--- src/rtl/morse_pkg.sv ---
// Shared encodings and timing constants for the Morse sequencer.
// All durations are in Morse time units.
package morse_pkg;

    typedef enum logic [2:0] {
        IDLE = 3'd0,
        MARK = 3'd1,
        GAP  = 3'd2,
        CGAP = 3'd3,
        WORD = 3'd4
    } state_e;

    localparam logic [2:0] DOT_U   = 3'd1;
    localparam logic [2:0] DASH_U  = 3'd3;
    localparam logic [2:0] EGAP_U  = 3'd1;
    localparam logic [2:0] CGAP_U  = 3'd3;
    localparam logic [2:0] WGAP_U  = 3'd7;
    localparam logic [2:0] MAX_LEN = 3'd5;

    function automatic logic [2:0] clamp_len(input logic [2:0] len);
        return (len > MAX_LEN) ? MAX_LEN : len;
    endfunction

    function automatic logic [2:0] mark_units(input logic is_dash);
        return is_dash ? DASH_U : DOT_U;
    endfunction

endpackage

--- src/rtl/morse_sequencer_if.sv ---
// Character-code handshake between a producer (host or ROM walker) and the sequencer.
interface morse_sequencer_if;
    logic       in_valid;
    logic       in_ready;
    logic [2:0] in_len;
    logic [4:0] in_bits;

    modport master (output in_valid, output in_len, output in_bits, input in_ready);
    modport slave  (input in_valid, input in_len, input in_bits, output in_ready);
endinterface

--- src/rtl/morse_sequencer_unit_timer.sv ---
// Prescaler plus whole-unit counter; expire pulses once `units` units have
// elapsed since the last clear.
module unit_timer #(
    parameter int UNIT_CYCLES = 4,
    parameter int CW          = $clog2(UNIT_CYCLES + 1)
) (
    input  logic       clk,
    input  logic       rst,
    input  logic       clear,
    input  logic [2:0] units,
    output logic       expire
);
    logic [CW-1:0] pre_q;
    logic [2:0]    cnt_q;
    logic          tick;
    logic [3:0]    cnt_inc;

    assign tick    = (pre_q == CW'(UNIT_CYCLES - 1));
    assign cnt_inc = {1'b0, cnt_q} + 4'd1;
    assign expire  = tick && (cnt_inc == {1'b0, units});

    always_ff @(posedge clk) begin
        if (rst || clear) begin
            pre_q <= '0;
            cnt_q <= '0;
        end else if (tick) begin
            pre_q <= '0;
            cnt_q <= cnt_q + 3'd1;
        end else begin
            pre_q <= pre_q + CW'(1);
        end
    end
endmodule

--- src/rtl/morse_sequencer.sv ---
// Morse LED sequencer: accepts one character code per handshake and plays it
// out as timed marks and gaps derived from a single programmable time unit.
//
// state | meaning
// IDLE  | waiting for a code, in_ready high
// MARK  | LED on for a dot or dash
// GAP   | 1-unit gap between elements of one character
// CGAP  | 3-unit trailing gap after the last element
// WORD  | 7-unit word space
module morse_sequencer
    import morse_pkg::*;
#(
    parameter int UNIT_CYCLES = 4,
    parameter int CW          = $clog2(UNIT_CYCLES + 1)
) (
    input  logic                     clk,
    input  logic                     rst,
    morse_sequencer_if.slave         bus,
    output logic                     led,
    output logic                     busy,
    output logic                     done
);
    state_e     state_q;
    logic       led_q;
    logic       done_q;
    logic [2:0] len_q;
    logic [4:0] bits_q;
    logic [2:0] idx_q;
    logic [2:0] dur_q;
    logic       expire;
    logic       clear;

    assign bus.in_ready = (state_q == IDLE);
    assign busy         = (state_q != IDLE);
    assign led          = led_q;
    assign done         = done_q;

    // Holding the timer cleared through IDLE makes acceptance count as a clear.
    assign clear = (state_q == IDLE) || expire;

    unit_timer #(.UNIT_CYCLES(UNIT_CYCLES), .CW(CW)) u_timer (
        .clk    (clk),
        .rst    (rst),
        .clear  (clear),
        .units  (dur_q),
        .expire (expire)
    );

    always_ff @(posedge clk) begin
        if (rst) begin
            state_q <= IDLE;
            led_q   <= 1'b0;
            done_q  <= 1'b0;
            len_q   <= '0;
            bits_q  <= '0;
            idx_q   <= '0;
            dur_q   <= '0;
        end else begin
            done_q <= 1'b0;
            case (state_q)
                IDLE: begin
                    if (bus.in_valid) begin
                        len_q  <= clamp_len(bus.in_len);
                        bits_q <= bus.in_bits;
                        idx_q  <= '0;
                        if (bus.in_len == 3'd0) begin
                            state_q <= WORD;
                            dur_q   <= WGAP_U;
                        end else begin
                            state_q <= MARK;
                            dur_q   <= mark_units(bus.in_bits[0]);
                            led_q   <= 1'b1;
                        end
                    end
                end
                MARK: begin
                    if (expire) begin
                        idx_q <= idx_q + 3'd1;
                        led_q <= 1'b0;
                        if ((idx_q + 3'd1) < len_q) begin
                            state_q <= GAP;
                            dur_q   <= EGAP_U;
                        end else begin
                            state_q <= CGAP;
                            dur_q   <= CGAP_U;
                        end
                    end
                end
                GAP: begin
                    if (expire) begin
                        state_q <= MARK;
                        dur_q   <= mark_units(bits_q[idx_q]);
                        led_q   <= 1'b1;
                    end
                end
                CGAP, WORD: begin
                    if (expire) begin
                        state_q <= IDLE;
                        done_q  <= 1'b1;
                    end
                end
                default: begin
                    state_q <= IDLE;
                    led_q   <= 1'b0;
                end
            endcase
        end
    end
endmodule

--- src/flat_wrapper.sv ---
// flat-port wrapper written by rule: the top's interface ports become plain ports
module morse_sequencer_flat import morse_pkg::*;
#(
    parameter int UNIT_CYCLES = 4,
    parameter int CW          = $clog2(UNIT_CYCLES + 1)
)
  (clk, rst, led, busy, done, bus_in_valid, bus_in_len, bus_in_bits, bus_in_ready);
  morse_sequencer_if bus_i ();
  input  logic clk;
  input  logic rst;
  output logic led;
  output logic busy;
  output logic done;
  input wire logic [$bits(bus_i.in_valid)-1:0] bus_in_valid;
  input wire logic [$bits(bus_i.in_len)-1:0] bus_in_len;
  input wire logic [$bits(bus_i.in_bits)-1:0] bus_in_bits;
  output wire logic [$bits(bus_i.in_ready)-1:0] bus_in_ready;
  assign bus_i.in_valid = bus_in_valid;
  assign bus_i.in_len = bus_in_len;
  assign bus_i.in_bits = bus_in_bits;
  assign bus_in_ready = bus_i.in_ready;
  morse_sequencer #(.UNIT_CYCLES(UNIT_CYCLES), .CW(CW)) u_core (.clk(clk), .rst(rst), .bus(bus_i), .led(led), .busy(busy), .done(done));
endmodule
--- config.mk ---
export PLATFORM = sky130hd
export DESIGN_NAME = morse_sequencer_flat
export DESIGN_NICKNAME = d
export VERILOG_FILES = /design/src/rtl/morse_pkg.sv /design/src/rtl/morse_sequencer_if.sv /design/src/rtl/morse_sequencer_unit_timer.sv /design/src/rtl/morse_sequencer.sv /design/src/flat_wrapper.sv
export SDC_FILE = /design/constraint.sdc
export NUM_CORES = 1
export LEC_CHECK = 0
export CORE_AREA = 10 10 62 64
export CTS_BUF_LIST = sky130_fd_sc_hd__clkbuf_4
export CTS_CLUSTER_DIAMETER = 150
export DETAILED_ROUTE_END_ITERATION = 8
export DIE_AREA = 0 0 72 74
export PLACE_DENSITY = 0.8
export SLEW_MARGIN = 5
export SYNTH_ARGS = -nofsm -noshare
export SYNTH_HDL_FRONTEND = slang
export SYNTH_HIERARCHICAL = 1
export SYNTH_SLANG_ARGS = --single-unit
--- constraint.sdc ---
create_clock -name clk -period 6.6 [get_ports clk]
set_clock_uncertainty 0.2 [all_clocks]
set_input_delay 1.32 -clock clk [delete_from_list [all_inputs] [get_ports clk]]
set_output_delay 1.32 -clock clk [all_outputs]
set_load 0.01 [all_outputs]
==> results.md, run 1 <==
- Worst-Margin Slew: 948 ps
- Hold slack: 243 ps
- Nets: 180
- Max IR drop VDD: 0.000110 V
- Critical path origin: u_core/state_q[1]$_SDFFE_PP0P_
- Worst Path Class, Setup: reg2out
- Period minus WS final: 3500 ps
- CTS H-Tree Depth: 1
- Lkg Pwr: 0.542 nW
- Fin. max-slew vios: 0
- Async SR Flop Fraction: 0
- CP Data Required Time: 5080 ps
- PwrDens: 196 mW/mm2
- Largest delay share family, worst path: flip-flops
- Multi-input logic area: 714 um2
- Placed standard-cell area: 0.00142 mm2
- Max cap viols: 0
- Drt wl/cell: 14.5 um
- Die area: 0.00533 mm2
- Routed Antenna Nets: 0
- Post-DP HPWL: 2030 um
- Initial core utilization: 0.482
- CTS sink count: 25
- Critical path peak fanout: 18
- Synth top area share: 0.390
- Crit path to: busy
- GRT Util Overall: 0.104
- Placed instance count: 189
- DIE HEIGHT: 74 um
- Final period util: 0.530
- Pin count of the biggest net entering global routing: 26
- Synthesized area per cell: 8.44 um2
- Setup violators final: 0
- Crit path cell chain: nor3_1, inv_1, clkdlybuf4s50_1
- CTS max path bufs: 2
- Seq cells post-synth: 25
- Pre-CTS setup slack: 3460 ps
- Clock root buffer: clkbuf_4
- Post-Layout Cell Count: 193
- Synth warn: 6
- R2r endpoint: u_core/dur_q[2]$_SDFFE_PP0P_
- DR DRC count: 0
- Fmax: 286 MHz
- Gr ovfl total: 0
- Initial antenna violation count: 0
- Hold WC Path Type: reg2reg
- Cts repair resizes: 0
- Core area: 0.00266 mm2
- Antenna diode count: 0
- Startpoint Class: register
- Crit path depth: 3
- Die W: 72 um
- Crit path largest cell delay: 790 ps
- Commonest cells post-synth: dfxtp_1, nand2_1, a21oi_1
- Worst-Skew Late Latency: 320 ps
- Final Cell Area: 0.00145 mm2
- R2R Setup Slk: 3830 ps
- DRT iter0 DRCs: 61
- Crit path DAT: 1980 ps
- # IOs: 15
- Max-slew headroom: 0.366
- First-pass GRT wire length: 4650 um
- Syn nets: 169
- Fill cells: 256
- Slowest cell on the critical path: dfxtp_1
- DRT Pass-1 Iters: 4
- Cell count after synthesis: 152
- Detailed Route WL: 2800 um
- Worst R2R Path Depth: 8
- CTS tree: built
- Top FF cell, synth: dfxtp_1
- Synth area leaders: dfxtp_1, a21oi_1, ha_1
- Worst Hold Depth: 1
- Most frequent cell after synthesis: dfxtp_1
- Via density: 5.75
- CTS clk-pin slew, worst paths: 140 ps
- Buf/Inv on CP: 2
- RSZ-0062 raised after global routing: no
- IO Port Bufs: 14
- Final WS setup: 3100 ps
- GP Congestion: 0.778
- Vias in the first global route: 1,088
- Clock buffer count from CTS: 3
- Status: finished clean
- Vias post-DR: 1,109
- CP Capture Type: primary output
- Hold Violations, Final: 0
- Total setup buffers inserted after CTS: 0
- Synth unique cells: 40
- RR Startpoint: u_core/u_timer/cnt_q[0]$_SDFFE_PP0P_
- Post-synth top area cell: dfxtp_1
- Final setup TNS: 0 ps
- Cts hold-fix bufs: 0
- Post-synth EDFFs: 0
- Cell Area, Synth: 0.00128 mm2
- Rows: 19
- Register area share after synthesis: 0.390
- Area growth, synth to finish: 13.1%
- Fraction of layout cells with a size suffix above 1: 0.0370
- Register area: 500 um2
[worst min-delay path by stage]
stage	start	end
3_3_place_gp	u_core/u_timer/pre_q[0]$_SDFF_PP0_	u_core/u_timer/pre_q[0]$_SDFF_PP0_
6_report	u_core/u_timer/pre_q[0]$_SDFF_PP0_	u_core/u_timer/pre_q[0]$_SDFF_PP0_
2_1_floorplan	u_core/u_timer/pre_q[0]$_SDFF_PP0_	u_core/u_timer/pre_q[0]$_SDFF_PP0_
4_1_cts	u_core/u_timer/pre_q[0]$_SDFF_PP0_	u_core/u_timer/pre_q[0]$_SDFF_PP0_
3_5_place_dp	u_core/u_timer/pre_q[0]$_SDFF_PP0_	u_core/u_timer/pre_q[0]$_SDFF_PP0_
5_1_grt	u_core/u_timer/pre_q[0]$_SDFF_PP0_	u_core/u_timer/pre_q[0]$_SDFF_PP0_
[layout make-up]
type,instances,area share
well taps,31,0.0267
repair buffers,14,0.0966
flip-flops and latches,25,0.345
multi-input cells,112,0.493
inverters,7,0.0181
clock buffers,4,0.0207
[logic make-up after synthesis]
group | Yosys count | share of synthesized area
buffers and inverters | 15 | 0.0527
adder cells (fa/ha/maj) | 6 | 0.0585
flip-flops | 25 | 0.390
AND/OR/NAND/NOR | 60 | 0.246
XOR/XNOR | 7 | 0.0478
multiplexers | 4 | 0.0312
AO/OA/AOI/OAI | 35 | 0.174
[sequential cells by signal (all words and copies together) (netlist names)]
register and flops:
u_core/u_timer/pre_q 3, u_core/state_q 3, u_core/u_timer/cnt_q 3, u_core/idx_q 3
u_core/bits_q 5, u_core/dur_q 3, u_core/led 1, u_core/len_q 3
u_core/done 1
[worst register-to-register path, stage by stage (launching register included)]
cell      delay, ps
dfxtp_1         440
ha_1            210
xor2_1          200
and3_1          180
o2111a_1        380
mux2i_1         170
o21a_1          230
or4_1           500
a21oi_1         160
[layer usage]
metal  wire length, um  GRT usage  part of all wire
met5                 0          0                 0
met4                27     0.0387            0.0096
met3               102     0.0226             0.036
met2              1370      0.181              0.49
met1              1310      0.122              0.47
[power by group]
part           internal, W  switching, W   total, W
sequential        0.000158    0.00000749   0.000166
clock            0.0000277     0.0000451  0.0000729
combinational    0.0000218     0.0000234  0.0000453
[cell usage in the layout, fill, tap and decap left out, types with 4 or more instances in the layout]
| master | count |
|---|---|
| ha_1 | 6 |
| nor3_1 | 11 |
| xor2_1 | 5 |
| dfxtp_1 | 25 |
| nand2_1 | 20 |
| o21ai_0 | 4 |
| nor2_1 | 12 |
| mux2i_1 | 4 |
| clkdlybuf4s50_1 | 14 |
| a21oi_1 | 17 |
| clkbuf_4 | 4 |
| inv_1 | 7 |
[metrics by stage]
step	power (W)	utilization
4_1_cts	0.000287	0.545
2_1_floorplan	0.000196	-
3_3_place_gp	0.000213	0.533
6_report	0.000284	0.545
3_5_place_dp	0.000214	0.533
5_1_grt	0.000298	0.545
No activity file was read; power rests on OpenSTA's default activity.
==> run 2: changes to the inputs <==
Clock period 6.6 ns to 3.7 ns, I/O delays scaled along.
==> results.md, run 2 (synthesis gave the netlist of run 1 again) <==
- DR DRC count: 0 (unchanged)
- Crit path DAT: 1930 ps (was 1980 ps)
- Drt wl/cell: 15.2 um (was 14.5 um)
- Status: finished clean (unchanged)
- Max-slew headroom: 0.405 (was 0.366)
- Post-DP HPWL: 2030 um (about the same)
- Die W: 72 um (unchanged)
- GRT Util Overall: 0.109 (was 0.104)
- Fmax: 348 MHz
- Worst R2R Path Depth: 8 (unchanged)
- Lkg Pwr: 0.542 nW (unchanged)
- Clock buffer count from CTS: 3 (unchanged)
- CTS H-Tree Depth: 1 (unchanged)
- Detailed Route WL: 2930 um (was 2800 um)
- Area growth, synth to finish: 13.1% (unchanged)
- CTS sink count: 25 (unchanged)
- Slowest cell on the critical path: dfxtp_1 (unchanged)
- Reg with most FFs: u_core/bits_q (unchanged)
- Critical path peak fanout: 18 (unchanged)
- Rows: 19 (unchanged)
- Initial antenna violation count: 0 (unchanged)
- CTS max path bufs: 2 (unchanged)
- Max cap viols: 0 (unchanged)
- Vias post-DR: 1,135 (was 1,109)
- Period minus WS final: 2870 ps
- Most frequent cells in the layout: dfxtp_1, nand2_1, a21oi_1 (unchanged)
- Cts repair resizes: 0 (unchanged)
- DIE HEIGHT: 74 um (unchanged)
- CP Data Required Time: 2760 ps (was 5080 ps)
- Nets: 180 (unchanged)
- PwrDens: 352 mW/mm2 (was 196 mW/mm2)
- Gr ovfl total: 0 (unchanged)
- Via density: 5.88 (was 5.75)
- Worst-Margin Slew: 890 ps (was 948 ps)
- Worst-Skew Late Latency: 320 ps (about the same)
- Die area: 0.00533 mm2 (unchanged)
- Fraction of layout cells with a size suffix above 1: 0.0370 (unchanged)
- Cts hold-fix bufs: 0 (unchanged)
- Final period util: 0.776
- Final setup TNS: 0 ps (unchanged)
- IO Port Bufs: 14 (unchanged)
- Finished Core Util: 0.545 (unchanged)
- Final WS setup: 830 ps (was 3100 ps)
- Setup violators final: 0 (unchanged)
- Pin count of the biggest net entering global routing: 26 (unchanged)
- CTS clk-pin slew, worst paths: 140 ps (about the same)
- Total setup buffers inserted after CTS: 0 (unchanged)
- Commonest non-fill, non-tap cell in the layout: dfxtp_1 (unchanged)
- Worst Path Class, Setup: reg2out (unchanged)
- Initial core utilization: 0.482 (unchanged)
- Clock root buffer: clkbuf_4 (unchanged)
- Startpoint Class: register (unchanged)
- DRT iter0 DRCs: 80 (was 61)
- Pre-CTS setup slack: 1080 ps (was 3460 ps)
- Crit path cell chain: nor3_1, inv_1, clkdlybuf4s50_1 (unchanged)
- # IOs: 15 (unchanged)
- Routed Antenna Nets: 0 (unchanged)
- First-pass GRT wire length: 4760 um (was 4650 um)
- Max IR drop VDD: 0.000263 V (was 0.000110 V)
- GP Congestion: 0.821 (was 0.778)
- Worst Hold Depth: 1 (unchanged)
- Hold Violations, Final: 0 (unchanged)
- Largest register FFs: 5 (unchanged)
- DRT Pass-1 Iters: 4 (unchanged)
- Crit path largest cell delay: 750 ps (was 790 ps)
- Hold WC Path Type: reg2reg (unchanged)
- Vias in the first global route: 1,045 (was 1,088)
- CP Capture Type: primary output (unchanged)
- CTS tree: built (unchanged)
- Core area: 0.00266 mm2 (unchanged)
- Fin. max-slew vios: 0 (unchanged)
- Antenna diode count: 0 (unchanged)
- RSZ-0062 raised after global routing: no (unchanged)
[run 2: cell counts in the layout (fill, tap and decap cells not counted)]
No cell type changed its count.
[run 2: per-stage QoR]
step / total power [W] / hold WS, ps / area, um2 / std cells
floorplan: 0.000350 / 202 / 1280 / 152
global placement: 0.000380 / 216 / 1420 / 189
detailed placement: 0.000383 / 231 / 1420 / 189
CTS: 0.000516 / 250 / 1450 / 193
global route: 0.000535 / 285 / 1450 / 193
finish: 0.000511 / 248 / 1450 / 193
[run 2: power by group]
part | internal [W] | switching (W)
sequential | 0.000282 | 0.0000143
clock | 0.0000496 | 0.0000832
combinational | 0.0000389 | 0.0000424
[run 2: final cells by class]
cell class / count / area, um2
tap: 31 / 38.8
timing repair buffer: 14 / 140
sequential: 25 / 500
multi-input combinational: 112 / 714
fill: 259 / 1210
inverter: 7 / 26.3
clock buffer: 4 / 30.0
[run 2: path summary, 6_finish.rpt]
check	start	endpoint	slack [ps]
max	u_core/state_q[1]$_SDFFE_PP0P_	busy	830
min	u_core/u_timer/pre_q[0]$_SDFF_PP0_	u_core/u_timer/pre_q[0]$_SDFF_PP0_	250
max reg2reg	u_core/u_timer/cnt_q[0]$_SDFFE_PP0P_	u_core/state_q[0]$_SDFFE_PP0P_	850
min reg2reg	u_core/u_timer/pre_q[0]$_SDFF_PP0_	u_core/u_timer/pre_q[0]$_SDFF_PP0_	250
[run 2: routing by layer]
layer	GRT usage	vias to the layer above	part of all wire
met5	0	-	0
met4	0.0430	0	0.011
met3	0.0213	4	0.062
met2	0.188	42	0.50
met1	0.129	524	0.43
li1	-	565	-
[run 2: critical path: cells and delay by family, from the launching register on]
family,cells,cell delay [ps]
flip-flops,1,750
AND/OR/NAND/NOR,1,190
buffers and inverters,2,670
==> run 3: changes to the inputs <==
Settings changed: PLACE_DENSITY 0.8 to 0.82.
Clock period 3.7 ns to 2.32 ns, I/O delays scaled along.
==> results.md, run 3 (synthesis gave the netlist of run 1 again) <==
- Status: finished clean (unchanged)
- Initial antenna violation count: 0 (unchanged)
- CTS sink count: 25 (unchanged)
- Max IR drop VDD: 0.000369 V (was 0.000263 V)
- R2R Setup Slk: 60 ps (was 850 ps)
- Die area: 0.00533 mm2 (unchanged)
- DRT Pass-1 Iters: 4 (unchanged)
- Max-slew headroom: 0.752 (was 0.405)
- Max cap viols: 0 (unchanged)
- Critical path peak fanout: 4 (was 18)
- Most frequent cells in the layout: dfxtp_1, nand2_1, a21oi_1 (unchanged)
- Detailed Route WL: 2980 um (was 2930 um)
- Lkg Pwr: 0.626 nW (was 0.542 nW)
- Vias in the first global route: 1,207 (was 1,045)
- Final period util: 0.973
- GP Congestion: 0.843 (was 0.821)
- Routed Antenna Nets: 0 (unchanged)
- Final setup TNS: 0 ps (unchanged)
- Via density: 5.73 (was 5.88)
- CTS clk-pin slew, worst paths: 140 ps (about the same)
- RSZ-0062 raised after global routing: yes (was no)
- Worst-Skew Late Latency: 310 ps (was 320 ps)
- Drt wl/cell: 14.3 um (was 15.2 um)
- Hold Violations, Final: 0 (unchanged)
- Commonest non-fill, non-tap cell in the layout: dfxtp_1 (unchanged)
- Rows: 19 (unchanged)
- Worst Hold End: u_core/u_timer/pre_q[0]$_SDFF_PP0_ (unchanged)
- Initial core utilization: 0.482 (unchanged)
- Crit path largest cell delay: 480 ps (was 750 ps)
- Hold wc startpoint: u_core/u_timer/pre_q[0]$_SDFF_PP0_ (unchanged)
- CP Data Required Time: 2380 ps (was 2760 ps)
- Crit path cell chain: ha_4, xor2_2, and3_1, o2111a_2, mux2i_2, o21a_1, or4_4, a21oi_2 (was nor3_1, inv_1, clkdlybuf4s50_1)
- Pre-CTS setup slack: -34.8 ps (was 1080 ps)
- Multi-input logic area: 764 um2 (was 714 um2)
- First-pass GRT wire length: 5150 um (was 4760 um)
- DIE HEIGHT: 74 um (unchanged)
- Post-DP HPWL: 2170 um (was 2030 um)
- CP Capture Type: register (was primary output)
- Reg with most FFs: u_core/bits_q (unchanged)
- Worst R2R Path Depth: 8 (unchanged)
- Total Power: 0.000827 W (was 0.000511 W)
- GRT Util Overall: 0.114 (was 0.109)
- Antenna diode count: 0 (unchanged)
- Worst-Margin Slew: 367 ps (was 890 ps)
- Core area: 0.00266 mm2 (unchanged)
- PwrDens: 511 mW/mm2 (was 352 mW/mm2)
- Final WS setup: 62.7 ps (was 830 ps)
- Slowest cell on the critical path: or4_4 (was dfxtp_1)
- Crit path DAT: 2320 ps (was 1930 ps)
- Die W: 72 um (unchanged)
- RR Startpoint: u_core/u_timer/cnt_q[1]$_SDFFE_PP0P_ (was u_core/u_timer/cnt_q[0]$_SDFFE_PP0P_)
- IO Port Bufs: 14 (unchanged)
- Startpoint Class: register (unchanged)
- CTS H-Tree Depth: 1 (unchanged)
- Period minus WS final: 2260 ps
- # IOs: 15 (unchanged)
- Fin. max-slew vios: 0 (unchanged)
- Clock root buffer: clkbuf_4 (unchanged)
- Clock buffer count from CTS: 3 (unchanged)
- CTS max path bufs: 2 (unchanged)
- Hold slack: 251 ps (was 248 ps)
- DR DRC count: 0 (unchanged)
- Setup violators final: 0 (unchanged)
- R2r endpoint: u_core/dur_q[2]$_SDFFE_PP0P_ (was u_core/state_q[0]$_SDFFE_PP0P_)
- Pin count of the biggest net entering global routing: 26 (unchanged)
- Cts hold-fix bufs: 0 (unchanged)
- Hold WC Path Type: reg2reg (unchanged)
- Vias post-DR: 1,192 (was 1,135)
- CTS tree: built (unchanged)
- Fmax: 443 MHz
- Placed standard-cell area: 0.00153 mm2 (was 0.00142 mm2)
- Fraction of layout cells with a size suffix above 1: 0.181 (was 0.0370)
- Worst Hold Depth: 1 (unchanged)
- Final Cell Area: 0.00162 mm2 (was 0.00145 mm2)
- DRT iter0 DRCs: 81 (was 80)
- Area growth, synth to finish: 26.1% (was 13.1%)
- Largest register FFs: 5 (unchanged)
- Worst Path Class, Setup: reg2reg (was reg2out)
- Fill cells: 220 (was 259)
- Nets: 195 (was 180)
- Gr ovfl total: 0 (unchanged)
- Register area: 505 um2 (was 500 um2)
## run 3: layout make-up
| class | instances | share of cell area |
|---|---|---|
| inverter | 7 | 0.0162 |
| sequential | 25 | 0.312 |
| clock buffer | 4 | 0.0186 |
| multi-input combinational | 112 | 0.473 |
| timing repair buffer | 29 | 0.156 |
| tap | 31 | 0.0240 |
## run 3: per-stage QoR
stage,instances,utilization
after floorplan,152,-
after global placement,203,0.573
after detailed placement,203,0.573
after CTS,207,0.586
after global routing,208,0.608
final,208,0.608
## run 3: timing repair
| action | 4_1_cts | 5_1_grt |
|---|---|---|
| hold endpoints to repair | 0 | 0 |
| endpoints found under the setup margin | 3 | 9 |
| resized for setup | 3 | 11 |
| buffers inserted | 0 | 1 |
| pin swaps | 3 | 6 |
## run 3: power breakdown
group          internal, W  total [W]  leakage [nW]  switching, W
Clock            0.0000787   0.000205        0.0184      0.000126
Sequential        0.000449   0.000461         0.205     0.0000123
Combinational    0.0000785   0.000161         0.403     0.0000823
## run 3: routing by layer
layer | vias up | global-route usage | part of all wire | wire length [um]
met5 | - | 0 | 0 | 0
met2 | 34 | 0.200 | 0.50 | 1480
met3 | 2 | 0.0226 | 0.054 | 162
met4 | 0 | 0.0430 | 0.0034 | 10
met1 | 567 | 0.135 | 0.45 | 1330
li1 | 589 | - | - | -
## run 3: how the worst max path moves through the flow
stage | startpoint | end | cells past startpoint
after floorplan | u_core/u_timer/cnt_q[0]$_SDFFE_PP0P_ | u_core/dur_q[2]$_SDFFE_PP0P_ | 8
after global placement | u_core/u_timer/cnt_q[1]$_SDFFE_PP0P_ | u_core/dur_q[2]$_SDFFE_PP0P_ | 8
after detailed placement | u_core/u_timer/cnt_q[1]$_SDFFE_PP0P_ | u_core/dur_q[2]$_SDFFE_PP0P_ | 8
after CTS | u_core/u_timer/cnt_q[1]$_SDFFE_PP0P_ | u_core/dur_q[2]$_SDFFE_PP0P_ | 8
after global routing | u_core/u_timer/cnt_q[1]$_SDFFE_PP0P_ | u_core/dur_q[2]$_SDFFE_PP0P_ | 8
final | u_core/u_timer/cnt_q[1]$_SDFFE_PP0P_ | u_core/dur_q[2]$_SDFFE_PP0P_ | 8
## run 3: worst max-delay path: cells and delay by family (launching register included)
family	cells	cell delay [ps]
fa+ha+maj	1	170
mux	1	80
simple gates	2	650
flops	1	380
xor+xnor	1	160
compound gates	3	570
